## src/rtl/wb_write_queue.sv

```systemverilog
// wb_write_queue
// Buffers results from two producers (port A: ALU, port B: load) in an in-order
// FIFO and drains one entry per cycle onto the single write port of the 32x64
// register file. Two combinational bypass ports return the youngest value still
// waiting to be written for a given register. Writes to X31 complete their
// handshake but are dropped.
//
// Ports
//   clk, reset_n                  clock, asynchronous active-low reset
//   aValid/aReg/aData/aReady      producer A handshake (older slot on a tie)
//   bValid/bReg/bData/bReady      producer B handshake (younger slot on a tie)
//   WriteData/WriteRegister/RegWrite  registered register-file write port
//   lkReg1/2 -> lkHit1/2, lkData1/2   bypass lookups (0 data when no hit)
//   pending                       FIFO occupancy plus the staged output write
module wb_write_queue #(
  parameter int DEPTH = 4,
  parameter int WIDTH = 64
) (
  input  logic                     clk,
  input  logic                     reset_n,
  input  logic                     aValid,
  input  logic [4:0]               aReg,
  input  logic [WIDTH-1:0]         aData,
  output logic                     aReady,
  input  logic                     bValid,
  input  logic [4:0]               bReg,
  input  logic [WIDTH-1:0]         bData,
  output logic                     bReady,
  output logic [WIDTH-1:0]         WriteData,
  output logic [4:0]               WriteRegister,
  output logic                     RegWrite,
  input  logic [4:0]               lkReg1,
  input  logic [4:0]               lkReg2,
  output logic                     lkHit1,
  output logic                     lkHit2,
  output logic [WIDTH-1:0]         lkData1,
  output logic [WIDTH-1:0]         lkData2,
  output logic [$clog2(DEPTH)+1:0] pending
);

  localparam int PW = $clog2(DEPTH);
  localparam int CW = PW + 1;
  localparam int NW = PW + 2;

  // FIFO storage and pointers
  logic [4:0]       reg_q  [DEPTH];
  logic [WIDTH-1:0] data_q [DEPTH];
  logic [PW-1:0]    rd_ptr_q, rd_ptr_d;
  logic [PW-1:0]    wr_ptr_q, wr_ptr_d;
  logic [PW-1:0]    b_slot_s;
  logic [CW-1:0]    count_q, count_d;
  logic [CW-1:0]    free_s;

  // Output stage
  logic             reg_write_q, reg_write_d;
  logic [4:0]       wr_reg_q, wr_reg_d;
  logic [WIDTH-1:0] wr_data_q, wr_data_d;
  logic [NW-1:0]    pending_q, pending_d;

  logic a_push_s, b_push_s, pop_s;

  // Bypass lookup scratch, one lane per lookup port
  logic [4:0]       lk_reg_s  [2];
  logic             lk_hit_s  [2];
  logic [WIDTH-1:0] lk_data_s [2];

  // Handshake: readiness looks only at the start-of-cycle count, so a same-edge
  // pop never gives credit. B needs two free slots whenever A will enqueue.
  always_comb begin
    free_s = CW'(DEPTH) - count_q;
    aReady = (free_s >= CW'(1));
    if (aValid && (aReg != 5'd31)) begin
      bReady = (free_s >= CW'(2));
    end else begin
      bReady = (free_s >= CW'(1));
    end
    a_push_s = aValid && aReady && (aReg != 5'd31);
    b_push_s = bValid && bReady && (bReg != 5'd31);
    pop_s    = (count_q != CW'(0));
  end

  // Next-state for pointers, occupancy and the register-file output stage
  always_comb begin
    // B lands one slot after A when both enqueue on the same edge
    b_slot_s = wr_ptr_q + PW'(a_push_s);
    wr_ptr_d = wr_ptr_q + PW'(a_push_s) + PW'(b_push_s);
    rd_ptr_d = rd_ptr_q + PW'(pop_s);
    count_d  = count_q + CW'(a_push_s) + CW'(b_push_s) - CW'(pop_s);
    if (pop_s) begin
      reg_write_d = 1'b1;
      wr_reg_d    = reg_q[rd_ptr_q];
      wr_data_d   = data_q[rd_ptr_q];
    end else begin
      // Address and data hold their last value when nothing is written
      reg_write_d = 1'b0;
      wr_reg_d    = wr_reg_q;
      wr_data_d   = wr_data_q;
    end
    pending_d = NW'(count_d) + NW'(reg_write_d);
  end

  // Control and output-stage registers
  always_ff @(posedge clk or negedge reset_n) begin
    if (!reset_n) begin
      rd_ptr_q    <= '0;
      wr_ptr_q    <= '0;
      count_q     <= '0;
      reg_write_q <= 1'b0;
      wr_reg_q    <= 5'd0;
      wr_data_q   <= '0;
      pending_q   <= '0;
    end else begin
      rd_ptr_q    <= rd_ptr_d;
      wr_ptr_q    <= wr_ptr_d;
      count_q     <= count_d;
      reg_write_q <= reg_write_d;
      wr_reg_q    <= wr_reg_d;
      wr_data_q   <= wr_data_d;
      pending_q   <= pending_d;
    end
  end

  // FIFO entry storage; A takes the older slot, B the younger one
  always_ff @(posedge clk or negedge reset_n) begin
    if (!reset_n) begin
      for (int i = 0; i < DEPTH; i++) begin
        reg_q[i]  <= 5'd0;
        data_q[i] <= '0;
      end
    end else begin
      if (a_push_s) begin
        reg_q[wr_ptr_q]  <= aReg;
        data_q[wr_ptr_q] <= aData;
      end
      if (b_push_s) begin
        reg_q[b_slot_s]  <= bReg;
        data_q[b_slot_s] <= bData;
      end
    end
  end

  assign lk_reg_s[0] = lkReg1;
  assign lk_reg_s[1] = lkReg2;

  // Bypass: scan oldest to youngest so the tail-most match overrides; the
  // output stage is the oldest candidate. Incoming A/B data is never visible.
  always_comb begin
    for (int p = 0; p < 2; p++) begin
      lk_hit_s[p]  = (reg_write_q && (wr_reg_q == lk_reg_s[p])) ? 1'b1 : 1'b0;
      lk_data_s[p] = (reg_write_q && (wr_reg_q == lk_reg_s[p])) ? wr_data_q : '0;
      for (int k = 0; k < DEPTH; k++) begin
        lk_hit_s[p]  = ((CW'(k) < count_q) && (reg_q[rd_ptr_q + PW'(k)] == lk_reg_s[p]))
                       ? 1'b1 : lk_hit_s[p];
        lk_data_s[p] = ((CW'(k) < count_q) && (reg_q[rd_ptr_q + PW'(k)] == lk_reg_s[p]))
                       ? data_q[rd_ptr_q + PW'(k)] : lk_data_s[p];
      end
      // X31 reads as zero, never as a pending write
      lk_hit_s[p]  = (lk_reg_s[p] == 5'd31) ? 1'b0 : lk_hit_s[p];
      lk_data_s[p] = (lk_reg_s[p] == 5'd31) ? '0 : lk_data_s[p];
    end
  end

  assign lkHit1        = lk_hit_s[0];
  assign lkHit2        = lk_hit_s[1];
  assign lkData1       = lk_data_s[0];
  assign lkData2       = lk_data_s[1];
  assign RegWrite      = reg_write_q;
  assign WriteRegister = wr_reg_q;
  assign WriteData     = wr_data_q;
  assign pending       = pending_q;

endmodule

```

## config.mk

```make
export PLATFORM = sky130hd
export DESIGN_NAME = wb_write_queue
export DESIGN_NICKNAME = d
export VERILOG_FILES = /design/src/rtl/wb_write_queue.sv
export SDC_FILE = /design/constraint.sdc
export NUM_CORES = 2
export LEC_CHECK = 0
export BUFFER_PORTS_ARGS = -buffer_cell sky130_fd_sc_hd__buf_2
export CORE_ASPECT_RATIO = 0.7
export CORE_UTILIZATION = 55
export DETAILED_ROUTE_END_ITERATION = 8
export PLACE_DENSITY = 0.76
export SLEW_MARGIN = 20
export SYNTH_ARGS = -nofsm -noshare
export SYNTH_HDL_FRONTEND = slang
export SYNTH_SLANG_ARGS = --single-unit
```

## constraint.sdc

```tcl
create_clock -name clk -period 4.15 [get_ports clk]
set_input_delay 0.415 -clock clk [delete_from_list [all_inputs] [get_ports clk]]
set_output_delay 0.415 -clock clk [all_outputs]
set_load 0.01 [all_outputs]
```

; ---- Word-level counts from Yosys, hierarchy flattened
; Index checks and enable logic that the tools add are counted.
[op_classes]
eq_ne = 14
bitwise = 6
order_cmp = 14
n_addsub = 11
muxes = 66
reduce_logical = 18
[ops]
columns = operator, n
row1 = $mux 64, 22
row2 = $bmux 64 s2, 4
row3 = $bwmux 256, 2
row4 = $mux 256, 2
row5 = $demux 64 s2, 2
row6 = $eq 5x5->1, 10
row7 = $mux 5, 10
row8 = $bmux 5 s2, 4
row9 = $bwmux 20, 2
row10 = $mux 20, 2
row11 = $demux 5 s2, 2
row12 = $ge 3x3->1 const B, 6
row13 = $not 2->3, 6
row14 = $logic_and 1x1->1, 17
row15 = $mux 1, 14
row16 = $eq 5x5->1 const B, 2
row17 = $ne 5x5->1 const B, 2
row18 = $add 2x1->2, 3
row19 = $add 3x1->3, 2
row20 = $lt 1x3->1 const A, 2
row21 = $lt 2x3->1 const A, 2
row22 = $lt 3x1->1 const B, 2
row23 = $add 2x2->2 const B, 2
row24 = $add 3x1->4, 1
row25 = 6 further kinds, 6
[totals]
wordCells = 144
output_inout_bits = 206
reg_bits = 357

; ---- Depth between registers and ports, before layout
[logic_depth]
ltp_word = 12
mapped_depth = 15
depth_no_buf = 14

; ---- Least setup slack after synthesis
; Ideal clock, no wire load.
[synth_path]
path_kind = register to register
start = reg count_q[0]
end = reg data_q[191] in the netlist's numbering
n_path_buf = 3
arrival_time_ns = 3.053
required_time_ns = 4.067
slack_ns = 1.014
stages_incl_launch_ff = 16
path_cell_list = dfrtp_1 > inv_1 > ha_1 > ha_1 > nand2b_1 > nor3_1 > or2_2 > inv_1 > ha_1 > xnor2_1 > and4_1 > clkbuf_1 > clkbuf_1 > clkbuf_1 > nand2_1 > o21ai_0
[synth_between]
elab_chain_len = 12
[synth_lines]
columns = item, line
row1 = start: declaration, 51  ; logic [CW-1:0] count_q, count_d;
row2 = start signal: assignment, 115  ; count_q <= count_d;
row3 = $sub 3x3->3 *, 70  ; free_s = CW'(DEPTH) - count_q;
row4 = $ge 3x1->1, "71, 75"
row5 = $logic_and 1x1->1 (2 in a row), 77  ; a_push_s = aValid && aReady && (aReg != 5'd31);
row6 = $add 2x1->2, 85  ; b_slot_s = wr_ptr_q + PW'(a_push_s);
row7 = $not 2->3 (not written as such), 137  ; data_q[b_slot_s] <= bData;
row8 = $ge 3x3->1 (not written as such) / $lt 3x1->1 (equally long branches), 137
row9 = $logic_and 1x1->1 (not written as such), 137
row10 = $mux 64 (not written as such), 137
row11 = $demux 64 s2, 137
row12 = $bwmux 256, 137
row13 = $mux 256 *, 135  ; if (b_push_s) begin
row14 = end signal: indexed assignment, 133  ; data_q[wr_ptr_q] <= aData;
row15 = end signal: indexed assignment, 137
row16 = end: declaration, 47  ; logic [WIDTH-1:0] data_q [DEPTH];
; Mark *: on every way between the ends. The rest lies on a longest branch, timed or not.
; A chain may end at the register's enable or synchronous reset.

; ---- Worst setup path in the final report
[layout_path]
start = reg rd_ptr_q[1]
end = out lkData1[63]
[layout_between]
elab_chain_len = 11
[layout_lines]
columns = item, line
row1 = start: declaration, 48  ; logic [PW-1:0] rd_ptr_q, rd_ptr_d;
row2 = start signal: assignment, 113  ; rd_ptr_q <= rd_ptr_d;
row3 = $add 2x1->2 / $not 2->3 (equally long branches), "154, 155"
row4 = $not 2->3 (not written as such) / $bmux 5 s2 (equally long branches), "154, 155"
row5 = $bmux 5 s2 / $mux 5 (equally long branches), 154  ; lk_data_s[p] = ((CW'(k) < count_q) && (reg_q[rd_ptr_q + PW'(k)] == lk_reg_s[p]))
row6 = $mux 5 (not written as such), 154
row7 = $mux 5 (not written as such) / $eq 5x5->1 (equally long branches), 154
row8 = $eq 5x5->1 / $logic_and 1x1->1 (equally long branches), 154
row9 = $logic_and 1x1->1 / $mux 64 (equally long branches), "154, 155"
row10 = $mux 64 (2 in a row), 155  ; ? data_q[rd_ptr_q + PW'(k)] : lk_data_s[p];
row11 = $mux 64 *, 155
row12 = $mux 64 *, 159  ; lk_data_s[p] = (lk_reg_s[p] == 5'd31) ? '0 : lk_data_s[p];
row13 = end: declaration, 36  ; output logic [WIDTH-1:0] lkData1,
; Mark *: on every way between the ends. The rest lies on a longest branch, timed or not. The select of a mux whose other input is x is not followed.

==> metrics.yaml <==
timing:
  fmax_ghz: 0.2399
  fin_worst_hold_slack_ns: 0.08884
  clock_skew_ns: 0.01504
  slew_viol_final: 0
  relSlewSlack: 0.1846
  fin_crit_ns: 4.169
  final.setup.worst_slack_ns: -0.01854
  rsz0062_at_grt: "yes"
  hold_violations: 0
  tightest_slew_ns: 1.223
  setup_viol: 2
  period_share: 1.004
floorplanning:
  core-area_um2: 50850
  die_w_um: 273.5
  die_h_um: 192.0
  num_rows: 69
  io-pin-count: 358
  dieArea_um2: 52510
  start_util: 0.5579
finish:
  layout_common_cells: "buf_2, dfrtp_1, nand2_1"
  layout_commonest_cell: "buf_2"
  drive_gt1_frac: 0.3412
  final_util: 0.6396
  design_area_um2: 32520
  syn_to_final_growth_pct: 14.64
  fillers: 3895
  final_nets: 3063
setup_path:
  cpPeakStageDelay_ns: 0.61
  cp-end-kind: "output pin"
  worstPathRequired_ns: 3.73
  worst_ep_arrival_time_ns: 3.75
  crit_path_max_fanout: 31
  critPathSlowestCell: "dfrtp_4"
  crit_chain: "buf_4 > mux4_2 > xnor2_1 > nand2_1 > o21ba_4 > buf_4 > a32oi_1 > o31ai_2 > buf_2"
  critical_path_class: "register to output pin"
  start_kind: "register"
  path_common_cell: "buf_4"
cts:
  cts_made_buffers: 41
  tritoncts: "done"
  clk_path_buf_depth: 3
  cts_num_sinks: 357
  cts-root-buf: "clkbuf_16"
  clk_pin_slew_ns: 0.07
  htree_levels: 2
  clkLatencyLatePin_ns: 0.57
drt:
  drc: 0
  drt-total-wl_mm: 102.9
  wire_per_inst_um: 28.48
  avgViaCountPerCell: 7.281
  first_pass_iters: 6
  dr.first_iter.drc_count: 3803
  drtAntennaViolNets: 0
  vias: 26298
hold_path:
  hp-class: "primary input to register"
logic_synthesis:
  ys_types: 49
  syn_avg_cell_area_um2: 10.57
  synth_top_flop_cell: "dfrtp_1"
  synth.top_cell.area_share: 0.3149
  synth_edf_count: 0
  synthArstFlopShare: 1.000
  synth_area_leaders: "dfrtp_1, mux4_2, mux2i_1, nand2_1, a32oi_1"
  synthesis.area_um2: 28370
  yosysTopAreaCell: "dfrtp_1"
  ys_seq_area_frac: 0.3149
  ys_warn_count: 0
  ys_ff_latch: 357
  synth_fp_nets: 2851
  postSynthCellCount: 2685
pwr:
  cellLeakagePower_uw: 0.01362
  power_uw: 33190
  vdd_drop_max_mv: 0.7921
  p_per_area_nw_per_um2: 1020
grt:
  grt_first_pass_wirelength_mm: 154.7
  grt_max_degree: 153
  grt_overflow: 0
  first_global_vias: 25382
  antenna_found_initial: 19
  track_usage: 0.3853
placement:
  hpwl_mm: 62.79
  gp_congestion: 0.9364
  port_buffers: 357
  place_area_um2: 30650
outcome:
  outcome: "complete, but fails checks"
  violations: "negative setup slack"
job:
  drv_cap: 0
==> cells by family (layout without fill, tap and decap cells) <==
logic type / Yosys count / in the layout / synth area share
simple gates: 732 / 732 / 0.1071
compound gates: 672 / 674 / 0.1846
mux: 553 / 553 / 0.3169
flops: 357 / 357 / 0.3149
buf+inv: 301 / 542 / 0.05283
xor+xnor: 56 / 56 / 0.01729
fa+ha+maj: 14 / 14 / 0.006439
other cells: 0 / 10 / 0
==> layout make-up <==
cell class,count,area [um2],area share
Multi-Input combinational cell,2029,18130,0.5574
Sequential cell,357,8941,0.2749
Timing Repair Buffer,457,3069,0.09436
Clock buffer,60,1220,0.03751
Tap cell,674,843.3,0.02593
Clock inverter,14,254.0,0.007809
Inverter,11,42.54,0.001308
Antenna cell,10,25.02,0.0007694
==> cell usage after synthesis, types with 4 or more instances <==
master and instances:
a221oi_1 78, inv_1 10, buf_4 16, buf_2 87, mux4_2 276, nand2_1 354
buf_8 5, a221oi_2 50, o31ai_2 50, nand4_1 4, ha_1 13, nand3_1 8
xnor2_1 28, a32oi_1 128, o21ai_0 140, buf_6 17, o31ai_1 79, a21oi_1 140
mux2i_1 276, xor2_1 28, or2_2 64, nor3_1 5, nor4_1 5, clkbuf_1 141
nor2_1 275, dfrtp_1 357, buf_1 23
==> critical path, delay by kind of cell (launching register included) <==
kind	cells	cell delay, ns
buf+inv	3	0.86
compound gates	3	0.67
flops	1	0.61
mux	1	0.53
simple gates	1	0.33
xor+xnor	1	0.15
==> per-layer routing <==
layer / wire, um / up-vias / GRT usage
met1: 38280 / 12846 / 0.5249
met2: 44340 / 2174 / 0.5534
li1: - / 10796 / -
met3: 15220 / 464 / 0.1260
met5: 108 / - / 0
met4: 4920 / 18 / 0.1887
==> state kept, by name, indices dropped and copies added (netlist names) <==
signal,count
rd_ptr_q,2
count_q,3
RegWrite,1
wr_ptr_q,2
WriteRegister,5
pending,4
WriteData,64
reg_q,20
data_q,256
==> where the power goes <==
group	leakage [uW]	switching, uW	internal (uW)
Clock	0.000718	1620	2470
Sequential	0.00420	2430	5390
Combinational	0.00871	11500	9730
Total	0.0136	15600	17600
==> through the flow <==
step | setup slack [ns] | setup TNS (ns) | std cells
floorplan | 1.014 | 0 | 2685
global placement | 0.3779 | 0 | 3499
detailed placement | 0.3288 | 0 | 3499
CTS | 0.006299 | 0 | 3586
global route | -0.09321 | -0.5594 | 3610
finish | -0.01854 | -0.02018 | 3612
==> repair_timing <==
item | in CTS | in global routing
buffers inserted | 10 | 16
hold buffers | 1 | 0
cloned | 2 | 0
setup endpoints to repair | 128 | 118
endpoints found under the hold margin | 73 | 0
pin swaps | 3 | 4
resized for setup | 10 | 18
==> final timing paths <==
kind | startpoint | to | slack (ns) | cells past startpoint
max in group asynchronous | reset_n | data_q[162] | 2.41 | 3
min in group asynchronous | reset_n | data_q[120] | 0.45 | 2
setup / recovery | rd_ptr_q[1] | lkData1[63] | -0.02 | 9
setup reg to reg | count_q[1] | data_q[112] | 0.42 | 13
hold / removal | bData[43] | data_q[171] | 0.09 | 3
hold reg to reg | WriteData[62] | WriteData[62] | 0.52 | 2
(Power assumes the default switching activity.)
